===== src/rtl/stopwatch_run_sequencer.sv =====
// Run-control sequencer for the 4-digit stopwatch/timer.
// Turns raw start/lap/clear buttons into single-cycle press events.
// Sequences load/run/pause/lap/done, generates count ticks and the done blink.
module stopwatch_run_sequencer #(
   parameter int TICK_DIV    = 1000000,
   parameter int BLINK_TICKS = 25
) (
   input  logic        clk,
   input  logic        reset,
   input  logic        start_btn,
   input  logic        lap_btn,
   input  logic        clear_btn,
   input  logic [1:0]  mode,
   input  logic [3:0]  msb_sw,
   input  logic [3:0]  lsb_sw,
   input  logic        tc_in,
   output logic        load_en,
   output logic [13:0] load_val,
   output logic        count_pulse,
   output logic        count_dir,
   output logic        disp_hold,
   output logic        done,
   output logic        blink,
   output logic [2:0]  state_dbg
);

   localparam int PW = (TICK_DIV > 2) ? $clog2(TICK_DIV) : 1;
   localparam int BW = (BLINK_TICKS > 1) ? $clog2(BLINK_TICKS) : 1;

   typedef enum logic [2:0] {
      IDLE  = 3'd0,
      LOAD  = 3'd1,
      ARMED = 3'd2,
      RUN   = 3'd3,
      PAUSE = 3'd4,
      LAP   = 3'd5,
      DONE  = 3'd6
   } state_t;

   state_t          state, state_nxt;
   logic [2:0]      btn_s1, btn_s2, btn_prev;
   logic [2:0]      vld_pipe;
   logic [2:0]      press;
   logic            start_p, lap_p, clear_p;
   logic [PW-1:0]   presc, presc_nxt;
   logic            wrap, running;
   logic [BW-1:0]   bcnt;
   logic            preset_ok;
   logic [13:0]     load_val_nxt;

   // Button synchronizers; vld_pipe marks when btn_prev holds a real
   // post-reset sample, so a button held through reset is not a press.
   always_ff @(posedge clk) begin
      if (!reset) begin
         btn_s1   <= '0;
         btn_s2   <= '0;
         btn_prev <= '0;
         vld_pipe <= '0;
      end else begin
         btn_s1   <= {clear_btn, lap_btn, start_btn};
         btn_s2   <= btn_s1;
         btn_prev <= btn_s2;
         vld_pipe <= {vld_pipe[1:0], 1'b1};
      end
   end

   assign press   = btn_s2 & ~btn_prev & {3{vld_pipe[2]}};
   assign start_p = press[0];
   assign lap_p   = press[1];
   assign clear_p = press[2];

   assign running = (state == RUN) || (state == LAP);
   assign wrap    = (presc == PW'(TICK_DIV - 1));

   // Next state: clear beats terminal count, which beats start, then lap.
   always_comb begin
      state_nxt = state;
      case (state)
         IDLE:    if (start_p) state_nxt = LOAD;
         LOAD:    state_nxt = ARMED;
         ARMED:   if (start_p) state_nxt = RUN;
         RUN: begin
            if (tc_in)        state_nxt = DONE;
            else if (start_p) state_nxt = PAUSE;
            else if (lap_p)   state_nxt = LAP;
         end
         PAUSE:   if (start_p) state_nxt = RUN;
         LAP: begin
            if (tc_in)        state_nxt = DONE;
            else if (start_p) state_nxt = PAUSE;
            else if (lap_p)   state_nxt = RUN;
         end
         DONE:    if (start_p) state_nxt = LOAD;
         default: state_nxt = IDLE;
      endcase
      if (clear_p && (state != IDLE)) state_nxt = LOAD;
   end

   // Prescaler: runs while counting and in DONE (blink), holds in PAUSE.
   always_comb begin
      presc_nxt = '0;
      if (running || (state == DONE))
         presc_nxt = wrap ? '0 : presc + PW'(1);
      else if (state == PAUSE)
         presc_nxt = presc;
   end

   // Preset load value; out-of-range switches fall back to the mode default.
   always_comb begin
      preset_ok = mode[0] && (msb_sw <= 4'd9) && (lsb_sw <= 4'd9);
      if (preset_ok)
         load_val_nxt = 14'(msb_sw) * 14'd1000 + 14'(lsb_sw) * 14'd100;
      else
         load_val_nxt = mode[1] ? 14'd9999 : 14'd0;
   end

   // State, prescaler and registered outputs derived from the next state.
   always_ff @(posedge clk) begin
      if (!reset) begin
         state       <= IDLE;
         presc       <= '0;
         load_en     <= 1'b0;
         load_val    <= '0;
         count_dir   <= 1'b0;
         count_pulse <= 1'b0;
         disp_hold   <= 1'b0;
         done        <= 1'b0;
      end else begin
         state       <= state_nxt;
         presc       <= presc_nxt;
         load_en     <= (state_nxt == LOAD);
         disp_hold   <= (state_nxt == LAP);
         done        <= (state_nxt == DONE);
         // terminal count suppresses the tick so the counter never overshoots
         count_pulse <= running && wrap && !tc_in;
         if (state_nxt == LOAD) begin
            load_val  <= load_val_nxt;
            count_dir <= ~mode[1];
         end
      end
   end

   // Done blink: starts high on entry, toggles every BLINK_TICKS wraps.
   always_ff @(posedge clk) begin
      if (!reset) begin
         blink <= 1'b0;
         bcnt  <= '0;
      end else if (state_nxt != DONE) begin
         blink <= 1'b0;
         bcnt  <= '0;
      end else if (state != DONE) begin
         blink <= 1'b1;
         bcnt  <= '0;
      end else if (wrap) begin
         if (bcnt == BW'(BLINK_TICKS - 1)) begin
            bcnt  <= '0;
            blink <= ~blink;
         end else begin
            bcnt <= bcnt + BW'(1);
         end
      end
   end

   assign state_dbg = state;

endmodule

===== config.mk =====
export PLATFORM = sky130hd
export DESIGN_NAME = stopwatch_run_sequencer
export DESIGN_NICKNAME = d
export VERILOG_FILES = /design/src/rtl/stopwatch_run_sequencer.sv
export SDC_FILE = /design/constraint.sdc
export NUM_CORES = 1
export LEC_CHECK = 0
export ABC_AREA = 1
export BUFFER_PORTS_ARGS = -buffer_cell sky130_fd_sc_hd__buf_2
export CAP_MARGIN = 10
export CORE_MARGIN = 2
export CORE_UTILIZATION = 54
export DETAILED_ROUTE_END_ITERATION = 16
export PLACE_DENSITY = 0.74
export SETUP_SLACK_MARGIN = 0.5
export SKIP_LAST_GASP = 1
export SLEW_MARGIN = 15
export SYNTH_ARGS = -nofsm -noshare
export SYNTH_HDL_FRONTEND = slang
export SYNTH_SLANG_ARGS = --single-unit

===== constraint.sdc =====
create_clock -name clk -period 3.31 [get_ports clk]
set_clock_uncertainty 0.1 [all_clocks]
set_input_delay 0.1655 -clock clk [delete_from_list [all_inputs] [get_ports clk]]
set_output_delay 0.1655 -clock clk [all_outputs]
set_load 0.02 [all_outputs]

==> results.txt <==
- The run finished with clean final reports.
* Overall die area: about 8400 um2
* Initial core utilization: 56.4%
- On the critical path the largest part of the delay comes from adder cells.
* Power density of the placed cells: between 400 and 500 nW/um2
- Final weighted congestion of routability-driven global placement: a little over 0.9
- After Yosys synthesis, full adders, half adders and majority gates account for between 10% and 20% of the synthesized area.
- Worst Hold Path EP: count_dir
- Area after DPL: about 4500 um2
* Launching element of the worst setup path: msb_sw[2]
* WL/cell: roughly 12 um
* First-pass detailed-route iteration total: 4
* CTS Root Cell: sky130_fd_sc_hd__clkbuf_8
- Critical Path AT: 3230 ps
- The first global-routing pass estimated 16,300 um of wire.
- Type of the worst setup path: input pin to register
- Of all flip-flops after synthesis, the portion carrying an async set or reset was 0%.
- In the synthesized netlist, the cells that appear most often are sky130_fd_sc_hd__nand2_1, sky130_fd_sc_hd__inv_1, sky130_fd_sc_hd__dfxtp_1, sky130_fd_sc_hd__nor2_1, sky130_fd_sc_hd__ha_1.
- Most common cell type on the critical path: sky130_fd_sc_hd__inv_2
- After synthesis, the cell types taking the most area are sky130_fd_sc_hd__dfxtp_1, sky130_fd_sc_hd__nand2_1, sky130_fd_sc_hd__ha_1.
* Residual DRC: 0
- Setup Slack @ Placement: -116 ps
- Max Cap Viol: 0
* TNS Setup: 0 ps
- The clock tree synthesis step divided the H-tree into 3 levels.
- The final count of hold timing violations is 0.
- Final worst-path cycle share: a little over 90%
* Routed wire length: just over 9000 um
- Die width: around 92 um
* CP Launch Type: input pin
- IO Port Bufs: 38
* Synth top area share: 28.6%
* Mapped Avg Cell Area: roughly 7.0 um2
* Longest individual stage delay on the worst path: slightly below 600 ps
- Cell area after synthesis: 4140 um2
* Leakage power: roughly 0.0023 uW
- Complex-gate fraction of the synthesized area: 7.41%
- Data required time at the worst endpoint: 3470 ps
- Register bit count reported by yosys: a little under 60
- TritonCTS buffer count: 9
* Depth of the worst register-to-register path: 10
* Total congestion overflow after global routing: 0
* Critical Path, Cell by Cell: buf_8 > fa_1 > inv_2 > fa_1 > inv_2 > ha_4 > nand2_2 > inv_2 > nand2_2 > nand3_2 > xor2_1 > ha_1 > nand2_1 > inv_2 > nand4_1 > nand2_2 > nand3_2 > nand2_1 > nand2_1 > nor2_1 > nor2_1 > nor2_1
* Hold/Removal Path Class: input pin to register
- Nets: between 700 and 800
* Dominant combinational cell family by area after synthesis: simple AND/OR/NAND/NOR gates
- Of the post-synthesis cell area, the part taken by muxes is 0%.
* Number of enable-type register cells in the synthesized netlist: 0
- Number of distinct library cell variants in the gate-level netlist after synthesis: 40
- The clock drives slightly below 60 sinks.
- Of the total synthesized cell area, the portion taken by AND, OR, NAND and NOR gates is a little over a third.
- Endpoint class of the critical path: register
- Core Area: around 7300 um2
- Summing the sequential cell areas from Yosys gives around 29% of the chip area.
- Most used DFF post-synth: sky130_fd_sc_hd__dfxtp_1
- Final design area excluding fillers: just under 5000 um2
- Vias in the first global route: between 3,000 and 4,000
* Slowest cell on the critical path: sky130_fd_sc_hd__fa_1
* Top-count cell post-synth: sky130_fd_sc_hd__nand2_1
- Pin count of the biggest net entering global routing: 21
- The worst path needs between 3000 and 4000 ps of the cycle, external delays included.
* Xor and xnor area share after synthesis: roughly 2.8%
* Height of the die: just over 90 um
* Worst Path Max Fanout: 4
- Number of antenna violations at the first check in global routing: 0
* Peak supply drop: around 0.37 mV
- Ports: 39
- Final setup margin: 246 ps
* Setup slack on the worst flop-to-flop path: roughly 1300 ps
* Worst hold stages: 4
- Half-perimeter wire length of the detailed placement result: roughly 7000 um
- In the routed layout, each cell is associated on average with a via count of ~5.2.
- The startpoint identified for the worst hold timing path is mode[1].
* Gate count after technology mapping: between 500 and 600
- 0 antenna diodes ended up in the layout.
- Clock Tree Buf Depth: 2
- Fill cells in the final layout number between 600 and 700.
- The Yosys step of the flow raised 0 warnings.
* Overall global routing resource usage: about a quarter
- Clock latency on the worst-skew pair, taken at its later pin, is ~340 ps.
- Setup violations remaining at the end of the flow were counted as 0.
- Headroom to the max-slew limit came out at between 60% and 70%.
- In this run the critical register-to-register path is captured at load_val[7].
- TritonCTS clock tree: built
* Number of pins exceeding their max-slew limit in the final report: 0
- After clock tree synthesis, the clock-pin slew on the worst setup and hold paths is 70 ps.
- The floorplan has 31 rows.
- Unrepaired setup endpoints after global routing: yes
* Fmax achieved: 326 MHz
* Launching point of the worst reg2reg path: state_dbg[0]
* Measured slew at the worst slew-check pin: slightly below 600 ps
- Compared with the post-synthesis result, the final layout area differs by 17.7%.
- Final worst hold slack: approximately 16 ps
* Cell taking the most area after synthesis: sky130_fd_sc_hd__dfxtp_1
- Initial drt markers: ~200
- Total number of vias: about 4,000
* Synthesized net count: 654
- The number of buffers and inverters on the critical path is 5.
- Remaining number of nets flagged by the antenna check after routing: 0
- Layout cell share with drive strength beyond 1: a little under a fifth
-- layer usage --
metal	track usage, %	vias to the layer above	wire (um)
met5	0	-	0
met4	9.85	0	209
met3	4.40	23	404
met2	40.0	93	4410
met1	29.5	1776	4310
li1	-	2019	-
-- logic make-up (layout without fill, tap and decap cells) --
family | Yosys count | count (layout)
adder cells (fa/ha/maj) | 50 | 50
flip-flops | 59 | 59
XOR/XNOR | 13 | 13
buffers and inverters | 100 | 163
AO/OA/AOI/OAI | 56 | 56
AND/OR/NAND/NOR | 310 | 310
-- sequential cells by signal, indices dropped and copies added (netlist names) --
register and flops:
presc 20, load_val 13, count_pulse 1, load_en 1, disp_hold 1, vld_pipe 3, done 1, blink 1
btn_prev 3, count_dir 1, state_dbg 3, btn_s1 3, btn_s2 3, bcnt 5
-- cell type report --
class / instances / area (um2) / share of cell area, %
multi-input combinational: 429 / 2640 / 54.2
timing repair buffer: 57 / 359 / 7.38
clock inverter: 6 / 88.8 / 1.83
clock buffer: 10 / 138 / 2.83
inverter: 90 / 338 / 6.94
tap: 99 / 124 / 2.55
sequential: 59 / 1180 / 24.3
-- metrics by stage --
step / util (%) / total power [uW] / std cells
after floorplan: - / 1210 / 588
after global placement: 61.4 / 1370 / 726
after detailed placement: 61.4 / 1380 / 726
after CTS: 65.5 / 2150 / 748
after global routing: 66.4 / 2340 / 750
final: 66.4 / 2210 / 750
-- tightest hold or removal path: cells and delay by family --
kind | cells | cell delay, ps
AO/OA/AOI/OAI | 1 | 50
AND/OR/NAND/NOR | 1 | 60
buffers and inverters | 2 | 120
-- layout by cell type, fill, tap and decap left out, types with 3 or more instances in the layout --
cell and count:
sky130_fd_sc_hd__nor2_1 49, sky130_fd_sc_hd__nor2_4 3, sky130_fd_sc_hd__xor2_1 7, sky130_fd_sc_hd__a21oi_1 30
sky130_fd_sc_hd__dlygate4sd3_1 4, sky130_fd_sc_hd__buf_2 36, sky130_fd_sc_hd__ha_4 3, sky130_fd_sc_hd__nor4_1 7
sky130_fd_sc_hd__nand2_2 10, sky130_fd_sc_hd__nor3b_1 6, sky130_fd_sc_hd__inv_2 12, sky130_fd_sc_hd__clkbuf_8 10
sky130_fd_sc_hd__dfxtp_1 59, sky130_fd_sc_hd__buf_4 15, sky130_fd_sc_hd__xnor2_1 5, sky130_fd_sc_hd__nand2_1 147
sky130_fd_sc_hd__a21oi_2 5, sky130_fd_sc_hd__nand4_1 21, sky130_fd_sc_hd__o21ai_0 12, sky130_fd_sc_hd__ha_1 37
sky130_fd_sc_hd__inv_1 77, sky130_fd_sc_hd__fa_1 9, sky130_fd_sc_hd__nand3_2 4, sky130_fd_sc_hd__nand3_1 30
sky130_fd_sc_hd__nor3_1 19
-- repair_timing --
item                                   in CTS  in global routing
setup endpoints to repair                   4                  6
hold buffers                                4                  0
setup buffers                               2                  2
endpoints found under the hold margin       4                  0
resized for setup                           7                 14
pin swaps                                  11                 14
-- where the power goes --
part           leakage [uW]  internal, uW  total [uW]  switching (uW)
clock network      0.000108           444         735             292
registers          0.000477           717         721            3.95
logic               0.00171           328         750             422
-- worst max-delay path by stage --
stage / end / slack [ps] / cells after the start
3_3_place_gp: load_val[12] / 20 / 22
4_1_cts: load_val[13] / 300 / 22
3_5_place_dp: load_val[12] / -120 / 22
2_1_floorplan: load_val[12] / 190 / 21
6_report: load_val[13] / 250 / 22
5_1_grt: load_val[13] / 30 / 22
Note: power is estimated with default switching activity, not from simulation.
